### src/rtl/uart_tx_fifo_pkg.sv
// Shared definitions for the buffered UART transmitter: FSM state codes, line idle level, baud divider helper.
// The PAR state code is only reachable when UART_TX_PARITY_EN is defined.
package uart_tx_fifo_pkg;

  localparam logic [2:0] ST_IDLE  = 3'd0;
  localparam logic [2:0] ST_START = 3'd1;
  localparam logic [2:0] ST_DATA  = 3'd2;
  localparam logic [2:0] ST_PAR   = 3'd3;
  localparam logic [2:0] ST_STOP  = 3'd4;

  localparam logic UART_IDLE_LEVEL = 1'b1;

  // Truncating division: the line runs slightly fast when BAUD does not divide CLK_FREQ.
  function automatic int calc_baud_div(input int clk_freq, input int baud);
    return clk_freq / baud;
  endfunction

endpackage

### src/rtl/uart_tx_fifo_sync_fifo.sv
// Single-clock byte FIFO with push/pop, full/empty and occupancy count; synchronous active-low reset.
// Head data is read combinationally so the consumer can load it on the same edge that pops it.
module sync_fifo #(
  parameter int WIDTH = 8,
  parameter int DEPTH = 8
) (
  input  logic                     clk,
  input  logic                     rst,
  input  logic                     push,
  input  logic [WIDTH-1:0]         push_data,
  input  logic                     pop,
  output logic [WIDTH-1:0]         pop_data,
  output logic                     full,
  output logic                     empty,
  output logic [$clog2(DEPTH):0]   count
);

  localparam int PTR_W = $clog2(DEPTH);
  localparam int CNT_W = PTR_W + 1;

  logic [WIDTH-1:0] mem [DEPTH];
  logic [PTR_W-1:0] wr_ptr_reg;
  logic [PTR_W-1:0] rd_ptr_reg;
  logic [CNT_W-1:0] count_reg;
  logic             push_ok;
  logic             pop_ok;

  assign full    = (count_reg == CNT_W'(DEPTH));
  assign empty   = (count_reg == '0);
  assign push_ok = push && !full;
  assign pop_ok  = pop && !empty;

  always_ff @(posedge clk) begin
    if (!rst) begin
      wr_ptr_reg <= '0;
      rd_ptr_reg <= '0;
      count_reg  <= '0;
    end else begin
      if (push_ok) wr_ptr_reg <= wr_ptr_reg + 1'b1;
      if (pop_ok)  rd_ptr_reg <= rd_ptr_reg + 1'b1;
      case ({push_ok, pop_ok})
        2'b10:   count_reg <= count_reg + 1'b1;
        2'b01:   count_reg <= count_reg - 1'b1;
        default: count_reg <= count_reg;
      endcase
    end
  end

  // Storage is not reset; pointers alone define validity.
  always_ff @(posedge clk) begin
    if (push_ok) mem[wr_ptr_reg] <= push_data;
  end

  assign pop_data = mem[rd_ptr_reg];
  assign count    = count_reg;

endmodule

### src/rtl/uart_tx_fifo.sv
// Buffered 8N1 UART transmitter: byte FIFO feeding a bit-timing FSM, LSB first.
// Define UART_TX_PARITY_EN to add the parity_odd port and a parity bit between data and stop.
module uart_tx_fifo
  import uart_tx_fifo_pkg::*;
#(
  parameter int CLK_FREQ   = 50000000,
  parameter int BAUD       = 115200,
  parameter int FIFO_DEPTH = 8
) (
  input  logic                          clk,
  input  logic                          rst,
  input  logic                          wr_valid,
  input  logic [7:0]                    wr_data,
  output logic                          wr_ready,
  output logic [$clog2(FIFO_DEPTH):0]   fifo_count,
  output logic                          tx_busy,
  output logic                          uart_tx_pin
`ifdef UART_TX_PARITY_EN
  ,
  input  logic                          parity_odd
`endif
);

  localparam int BAUD_DIV = calc_baud_div(CLK_FREQ, BAUD);
  localparam int CNT_W    = $clog2(BAUD_DIV);
  localparam logic [CNT_W-1:0] BAUD_LAST = CNT_W'(BAUD_DIV - 1);

  logic             fifo_full;
  logic             fifo_empty;
  logic             fifo_pop;
  logic [7:0]       fifo_head;

  logic [2:0]       state_reg,   state_next;
  logic [CNT_W-1:0] baud_reg,    baud_next;
  logic [2:0]       bit_idx_reg, bit_idx_next;
  logic [7:0]       shift_reg,   shift_next;
  logic             pin_reg,     pin_next;
`ifdef UART_TX_PARITY_EN
  logic             par_reg,     par_next;
`endif
  logic             bit_done;

  sync_fifo #(
    .WIDTH (8),
    .DEPTH (FIFO_DEPTH)
  ) u_fifo (
    .clk       (clk),
    .rst       (rst),
    .push      (wr_valid && wr_ready),
    .push_data (wr_data),
    .pop       (fifo_pop),
    .pop_data  (fifo_head),
    .full      (fifo_full),
    .empty     (fifo_empty),
    .count     (fifo_count)
  );

  assign wr_ready = !fifo_full;
  assign tx_busy  = (state_reg != ST_IDLE);
  assign bit_done = (baud_reg == BAUD_LAST);

  always_comb begin
    state_next   = state_reg;
    baud_next    = baud_reg;
    bit_idx_next = bit_idx_reg;
    shift_next   = shift_reg;
`ifdef UART_TX_PARITY_EN
    par_next     = par_reg;
`endif
    fifo_pop     = 1'b0;

    case (state_reg)
      ST_IDLE: begin
        baud_next = '0;
        if (!fifo_empty) begin
          fifo_pop   = 1'b1;
          shift_next = fifo_head;
`ifdef UART_TX_PARITY_EN
          par_next   = ^fifo_head;
`endif
          state_next = ST_START;
        end
      end
      ST_START: begin
        baud_next = bit_done ? '0 : baud_reg + 1'b1;
        if (bit_done) state_next = ST_DATA;
      end
      ST_DATA: begin
        baud_next = bit_done ? '0 : baud_reg + 1'b1;
        if (bit_done) begin
          shift_next   = shift_reg >> 1;
          bit_idx_next = bit_idx_reg + 1'b1;
`ifdef UART_TX_PARITY_EN
          if (bit_idx_reg == 3'd7) state_next = ST_PAR;
`else
          if (bit_idx_reg == 3'd7) state_next = ST_STOP;
`endif
        end
      end
`ifdef UART_TX_PARITY_EN
      ST_PAR: begin
        baud_next = bit_done ? '0 : baud_reg + 1'b1;
        if (bit_done) state_next = ST_STOP;
      end
`endif
      ST_STOP: begin
        baud_next = bit_done ? '0 : baud_reg + 1'b1;
        // Chain straight into the next start bit so back-to-back frames have no gap.
        if (bit_done) begin
          if (!fifo_empty) begin
            fifo_pop   = 1'b1;
            shift_next = fifo_head;
`ifdef UART_TX_PARITY_EN
            par_next   = ^fifo_head;
`endif
            state_next = ST_START;
          end else begin
            state_next = ST_IDLE;
          end
        end
      end
      default: begin
        state_next = ST_IDLE;
        baud_next  = '0;
      end
    endcase
  end

  // The pin register follows the next state so the line level changes on the same edge as the FSM.
  always_comb begin
    pin_next = UART_IDLE_LEVEL;
    case (state_next)
      ST_START: pin_next = 1'b0;
      ST_DATA:  pin_next = shift_next[0];
`ifdef UART_TX_PARITY_EN
      ST_PAR:   pin_next = par_next ^ parity_odd;
`endif
      default:  pin_next = UART_IDLE_LEVEL;
    endcase
  end

  always_ff @(posedge clk) begin
    if (!rst) begin
      state_reg   <= ST_IDLE;
      baud_reg    <= '0;
      bit_idx_reg <= '0;
      shift_reg   <= '0;
      pin_reg     <= UART_IDLE_LEVEL;
`ifdef UART_TX_PARITY_EN
      par_reg     <= 1'b0;
`endif
    end else begin
      state_reg   <= state_next;
      baud_reg    <= baud_next;
      bit_idx_reg <= bit_idx_next;
      shift_reg   <= shift_next;
      pin_reg     <= pin_next;
`ifdef UART_TX_PARITY_EN
      par_reg     <= par_next;
`endif
    end
  end

  assign uart_tx_pin = pin_reg;

endmodule
### config.mk
export PLATFORM = sky130hd
export DESIGN_NAME = uart_tx_fifo
export DESIGN_NICKNAME = d
export VERILOG_FILES = /design/src/rtl/uart_tx_fifo_pkg.sv /design/src/rtl/uart_tx_fifo_sync_fifo.sv /design/src/rtl/uart_tx_fifo.sv
export SDC_FILE = /design/constraint.sdc
export NUM_CORES = 1
export LEC_CHECK = 0
export CORE_MARGIN = 2
export CORE_UTILIZATION = 35
export CTS_CLUSTER_SIZE = 20
export DETAILED_ROUTE_END_ITERATION = 8
export PLACE_DENSITY = 0.54
export SKIP_CTS_REPAIR_TIMING = 1
export SLEW_MARGIN = 25
export SYNTH_ARGS = -nofsm -noshare
export SYNTH_HDL_FRONTEND = slang
export SYNTH_SLANG_ARGS = --single-unit
### constraint.sdc
create_clock -name clk -period 4.3 [get_ports clk]
set_input_delay 0.43 -clock clk [delete_from_list [all_inputs] [get_ports clk]]
set_output_delay 0.43 -clock clk [all_outputs]
set_load 0.01 [all_outputs]
==> key figures, run 1 <==
Status
  – Outcome: finished clean

Synth
  – Async S/R FF share, synth: 0%
  – Post-synth top area share: 44.4%
  – Mapped Area: 4330 um^2
  – Synth area leader: edfxtp_1
  – Ys Warns: 0
  – EDFF count, synth: 64
  – Syn nets: 350
  – Distinct cells, synth: 46
  – Ys flop type: edfxtp_1
  – Cell count after synthesis: 330
  – Sequential area share after synthesis: 61.5%
  – Yosys reg bits: 101
  – Syn_area_per_cell: 13.1 um^2
  – Largest cells by area after synthesis: edfxtp_1, dfxtp_1, mux4_2
  – Synth cell count leaders: edfxtp_1, dfxtp_1, nor2_1
  – Count leader, synth: edfxtp_1

GRT
  – First-pass GRT wire length: 13300 um
  – Met3 GRT Util: 3.85%
  – GR Layer Usage met2: 20.9%
  – Tot GR Track Use: 13.3%
  – Vias in the first global route: 2484
  – Initial antenna violation count: 0
  – Met1 Use GR: 18.1%
  – Most used routing layer: met2
  – Largest net degree at the start of global routing: 28
  – Overflow after GRT: 0

Timing
  – Max-slew violations: 0
  – Setup Skew: 0.00744 ns
  – Final hold slack: 0.472 ns
  – Final min period: 2.97 ns
  – RSZ-0062 raised after global routing: false
  – Setup TNS: 0 ns
  – Actual slew at the worst max-slew pin: 0.988 ns
  – Final period utilization: 69.0%
  – Slew headroom: 33.9%
  – Top achievable clock speed: 0.337 GHz
  – Final Hold Fails: 0
  – Final setup fails: 0

Worst setup path
  – RR Endpoint: u_fifo.count[2]
  – Worst Reg2Reg Path Length in Cells: 12
  – WP data required: 4.57 ns
  – CP arrival: 3.23 ns
  – Crit. End Element: register
  – FF-to-FF Start: baud_reg[0]
  – Worst Setup Start Kind: register
  – Crit Path Max Fanout: 5
  – R2R setup slack: 1.33 ns
  – Kind of critical path: reg -> reg

Power and ir drop
  – Sw frac: 31.3%
  – P_int: 1950 uW
  – Peak VDD IR: 0.273 mV
  – Sw Pwr: 890 uW
  – Power Density: 577 nW/um^2
  – Clk pwr share: 26.7%
  – Leak pwr: 0.00159 uW
  – Combinational power share: 29.0%
  – Sequential Power Share: 44.4%

Clock network
  – CTS max path bufs: 2
  – CTS sink count: 101
  – Buffer type at the clock tree root: clkbuf_16
  – Worst-Skew Late Latency: 0.34 ns
  – TritonCTS clock tree: done
  – CTS buffer count: 9
  – H-tree depth: 3
  – Worst-path clk slew: 0.07 ns

Drt
  – Drt drc: 0
  – Final wirelength: 8060 um
  – Routed length per instance: 15.6 um
  – Antenna viol nets, final: 0
  – TritonRoute pass-1 iters: 4
  – Drt via density: 4.97
  – Via Count: 2571
  – Detailed Route Iter0 Violations: 186

Placed design
  – DP Area: 4650 um^2
  – IO buf count: 17
  – DPL Wire Length: 5020 um
  – Gpl congestion: 0.774

Floorplanning
  – Initial Util: 35.9%
  – Chip width: 115 um
  – Core ar.: 12100 um^2
  – Die Y: 115 um
  – I/O pins: 18
  – Row count: 40
  – Die area: 13300 um^2

Hold path
  – Hold Crit Start: bit_idx_reg[1]
  – Hold crit path type: reg -> reg
  – Hold-critical path depth: 2
  – Hold EP: bit_idx_reg[1]

Layout
  – Antenna diodes: 0
  – Design Area, Final: 4930 um^2
  – Max FFs per register: 64
  – Area growth, synth to finish: 13.7%
  – Layout cells sized above 1: 12.6%
  – Nets: 364

Job
  – Max capacitance violation total: 0
critical path: stages, from the launching register on:
cell	delay, ns
dfxtp_1	0.39
ha_1	0.18
nand4b_1	0.14
o21ai_0	0.54
nand3_1	0.23
inv_1	0.16
ha_1	0.27
xor2_1	0.17
ha_1	0.16
a21oi_1	0.05
xor2_1	0.16
or3_1	0.30
a21boi_0	0.16
cell usage in the layout, fill, tap and decap left out, types with 5 or more instances in the layout:
| cell type | Yosys | final |
|---|---|---|
| and2_1 | 7 | 7 |
| nor3_1 | 6 | 5 |
| a21oi_1 | 17 | 17 |
| nand2_1 | 17 | 17 |
| ha_1 | 9 | 9 |
| o22ai_1 | 6 | 6 |
| a21boi_0 | 5 | 5 |
| xor2_1 | 6 | 6 |
| nand3_1 | 13 | 13 |
| o21ai_0 | 12 | 12 |
| mux4_2 | 16 | 16 |
| dfxtp_1 | 37 | 37 |
| clkdlybuf4s50_1 | 0 | 17 |
| nor2_1 | 35 | 35 |
| xnor2_1 | 10 | 10 |
| clkbuf_16 | 0 | 9 |
| or3_1 | 8 | 8 |
| edfxtp_1 | 64 | 64 |
| a21oi_2 | 6 | 6 |
area by class of cell:
cell class	count	area (um^2)
clock inverter	5	43.8
fill	1153	7140
inverter	4	15.0
multi-input combinational	209	1580
timing repair buffer	19	185
tap	168	210
sequential	101	2660
clock buffer	11	233
routing by layer:
layer	part of all wire [%]	routed length (um)
met3	3.6	293
met5	0	0
met1	48	3890
met2	47	3760
met4	1.4	113
metrics by stage:
| step | util [%] | setup slack [ns] | cells | power (uW) |
|---|---|---|---|---|
| 2_1_floorplan | - | 1.73 | 330 | 1910 |
| 3_5_place_dp | 38.5 | 1.37 | 501 | 2110 |
| 4_1_cts | 40.8 | 1.33 | 517 | 2870 |
| 6_report | 40.8 | 1.33 | 517 | 2840 |
| 5_1_grt | 40.8 | 1.05 | 517 | 3030 |
| 3_3_place_gp | 38.5 | 1.47 | 501 | 2110 |
power by group through the flow:
stage	clock network (uW)	registers [uW]	logic (uW)
final	758	1260	823
after global routing	825	1280	926
after CTS	780	1260	834
after detailed placement	0	1280	832
after global placement	0	1280	827
after floorplan	0	1230	686
cell families (layout without fill, tap and decap cells):
family                   after synthesis  count (layout)  synth area share (%)
AND/OR/NAND/NOR                      109             109                  13.2
flip-flops                           101             101                  61.5
AO/OA/AOI/OAI                         55              55                  7.97
multiplexers                          20              20                  9.24
buffers and inverters                 20              39                  2.25
XOR/XNOR                              16              16                  3.24
adder cells (fa/ha/maj)                9               9                  2.60
how the worst max path moves through the flow:
stage	from	endpoint	slack [ns]	depth (start not counted)
after global routing	baud_reg[0]	u_fifo.count[2]	1.05	12
after detailed placement	baud_reg[0]	u_fifo.count[2]	1.37	12
after floorplan	u_fifo.count[1]	u_fifo.count[2]	1.73	12
final	baud_reg[0]	u_fifo.count[2]	1.33	12
after global placement	baud_reg[0]	u_fifo.count[2]	1.47	12
after CTS	baud_reg[0]	u_fifo.count[2]	1.33	12
Power figures use the tool's default switching activity.
==> inputs of run 2 (changes only) <==
clock period = 2.8 ns   (was 4.3 ns; I/O delays follow)
==> run 2 against run 1 <==
  * Utilization up 1.4 points
  * Combinational power up 68%
  * Global-route usage about the same
  * Via count up 1.7%
  * Flip-flop and latch count unchanged
  * Register-to-register slack worse by 1.1 ns
  * Clock skew up 0.0022 ns
  * Total power up 60%
  * Critical path depth unchanged
  * Wire length up 1.5%
  * Clock-buffer cell count down 2
==> key figures, run 2 (synthesis gave the netlist of run 1 again) <==
Floorplanning
  – Die area: 13300 um^2
  – Row count: 40
  – Initial Util: 35.9%
  – Chip width: 115 um
  – Die Y: 115 um
  – I/O pins: 18
  – Core ar.: 12100 um^2

Timing
  – Final period utilization: 93.4%
  – Top achievable clock speed: 0.382 GHz
  – Final Hold Fails: 0
  – Max-slew violations: 0
  – Final min period: 2.62 ns
  – Setup TNS: 0 ns
  – Actual slew at the worst max-slew pin: 0.548 ns
  – RSZ-0062 raised after global routing: false
  – Setup Skew: 0.00967 ns
  – Final setup fails: 0
  – Slew headroom: 63.2%

Worst setup path
  – R2R setup slack: 0.18 ns
  – Crit Path Max Fanout: 5
  – Crit. End Element: register
  – CP Cell Sequence: ha_1 > nand4b_1 > o21ai_2 > nand3_1 > inv_1 > ha_2 > xor2_1 > ha_1 > a21oi_1 > xor2_1 > or3_1 > a21boi_0
  – RR Endpoint: u_fifo.count[2]
  – Slowest cell delay on critical path: 0.40 ns
  – Worst Reg2Reg Path Length in Cells: 12
  – Kind of critical path: reg -> reg
  – CP arrival: 2.89 ns
  – FF-to-FF Start: baud_reg[0]
  – WP data required: 3.07 ns
  – Worst Setup Start Kind: register
  – Worst path slowest cell: dfxtp_1

Clock network
  – CTS sink count: 101
  – Worst-Skew Late Latency: 0.35 ns
  – Buffer type at the clock tree root: clkbuf_16
  – H-tree depth: 3
  – TritonCTS clock tree: done
  – CTS max path bufs: 2
  – Worst-path clk slew: 0.07 ns
  – CTS buffer count: 9

Hold path
  – Hold Crit Start: bit_idx_reg[1]
  – Hold crit path type: reg -> reg
  – Hold-critical path depth: 2
  – Hold EP: bit_idx_reg[1]

Status
  – Outcome: finished clean

Power and ir drop
  – Total power: 4560 uW
  – Combinational power share: 30.4%
  – P_int: 3150 uW
  – Clk pwr share: 28.7%
  – Sw frac: 31.0%
  – Sequential Power Share: 41.0%
  – Leak pwr: 0.00170 uW
  – Peak VDD IR: 0.392 mV
  – Power Density: 894 nW/um^2
  – Sw Pwr: 1410 uW

GRT
  – Largest net degree at the start of global routing: 27
  – First-pass GRT wire length: 13500 um
  – Tot GR Track Use: 13.4%
  – Vias in the first global route: 2625
  – Initial antenna violation count: 0
  – Overflow after GRT: 0

Drt
  – Routed length per instance: 15.3 um
  – Antenna viol nets, final: 0
  – Drt via density: 4.90
  – Final wirelength: 8180 um
  – Detailed Route Iter0 Violations: 177
  – Via Count: 2614
  – Drt drc: 0
  – TritonRoute pass-1 iters: 5

Placed design
  – Inst Count DP: 518
  – DPL Wire Length: 5260 um
  – IO buf count: 17
  – DP Area: 4770 um^2
  – Gpl congestion: 0.751

Layout
  – Antenna diodes: 0
  – Area growth, synth to finish: 17.7%
  – Nets: 381
  – Layout cells sized above 1: 17.5%
  – Most common cell after layout, fill and taps aside: edfxtp_1
  – Design Area, Final: 5100 um^2
  – Leading cell types in the layout, fill and taps excluded: edfxtp_1, dfxtp_1, nor2_1, buf_4
  – Max FFs per register: 64
  – Post-Layout Cell Count: 534

Job
  – Max capacitance violation total: 0
==> run 2: cell types whose count changed in the layout (fill, tap and decap cells not counted), sizes merged <==
cell	before	now
buf	2	19
clkinvlp	2	0
bufinv	0	1
clkbuf	11	9
inv	6	8
clkinv	1	2
==> run 2: power by group through the flow <==
stage	Combinational (uW)	Clock (uW)	Sequential [uW]
2_1_floorplan	1050	0	1880
4_1_cts	1410	1340	1870
5_1_grt	1550	1400	1890
3_3_place_gp	1390	0	1900
6_report	1380	1310	1870
3_5_place_dp	1400	0	1900
==> run 2: routing by layer <==
layer  up-vias  part of all wire, %  GRT usage, %
li1       1297                    -             -
met1      1259                   47          17.7
met2        45                   47          21.5
met3        13                  3.5          3.37
met4         0                  2.0          4.58
met5         -                    0             0
==> run 2: through the flow <==
step                      setup WS (ns)  hold slack (ns)  util, %
after global routing             0.0170            0.515     42.3
after floorplan                   0.235            0.379        -
final                             0.183            0.473     42.3
after CTS                       -0.0227            0.478     42.2
after detailed placement       -0.00349            0.467     39.6
after global placement            0.114            0.452     39.6
==> run 2: critical path: cells and delay by family, from the launching register on <==
family                   cells  cell delay (ns)
AND/OR/NAND/NOR              3             0.66
adder cells (fa/ha/maj)      3             0.59
AO/OA/AOI/OAI                3             0.43
flip-flops                   1             0.40
XOR/XNOR                     2             0.32
buffers and inverters        1             0.15
==> run 2: cell type report <==
| type | instances | area, um^2 |
|---|---|---|
| clock buffer | 9 | 225 |
| clock inverter | 7 | 95.1 |
| fill | 1123 | 6960 |
| inverter | 4 | 15.0 |
| multi-input combinational | 209 | 1580 |
| sequential | 101 | 2660 |
| tap | 168 | 210 |
| timing repair buffer | 36 | 313 |
==> run 2: how the worst max path moves through the flow <==
stage                               start         endpoint  cells after the start  slack, ns
after floorplan           u_fifo.count[1]  u_fifo.count[2]                     12       0.23
after global placement        baud_reg[0]  u_fifo.count[2]                     12       0.11
after detailed placement      baud_reg[0]  u_fifo.count[2]                     12     -0.003
after CTS                     baud_reg[0]  u_fifo.count[2]                     12      -0.02
after global routing          baud_reg[0]  u_fifo.count[2]                     12       0.02
final                         baud_reg[0]  u_fifo.count[2]                     12       0.18
==> inputs of run 3 (changes only) <==
CTS_CLUSTER_SIZE = 10   (was 20)
GPL_ROUTABILITY_DRIVEN = 0   (was unset)
==> results of run 3 <==
Final layout, timing and power as in run 2 (identical DEF).
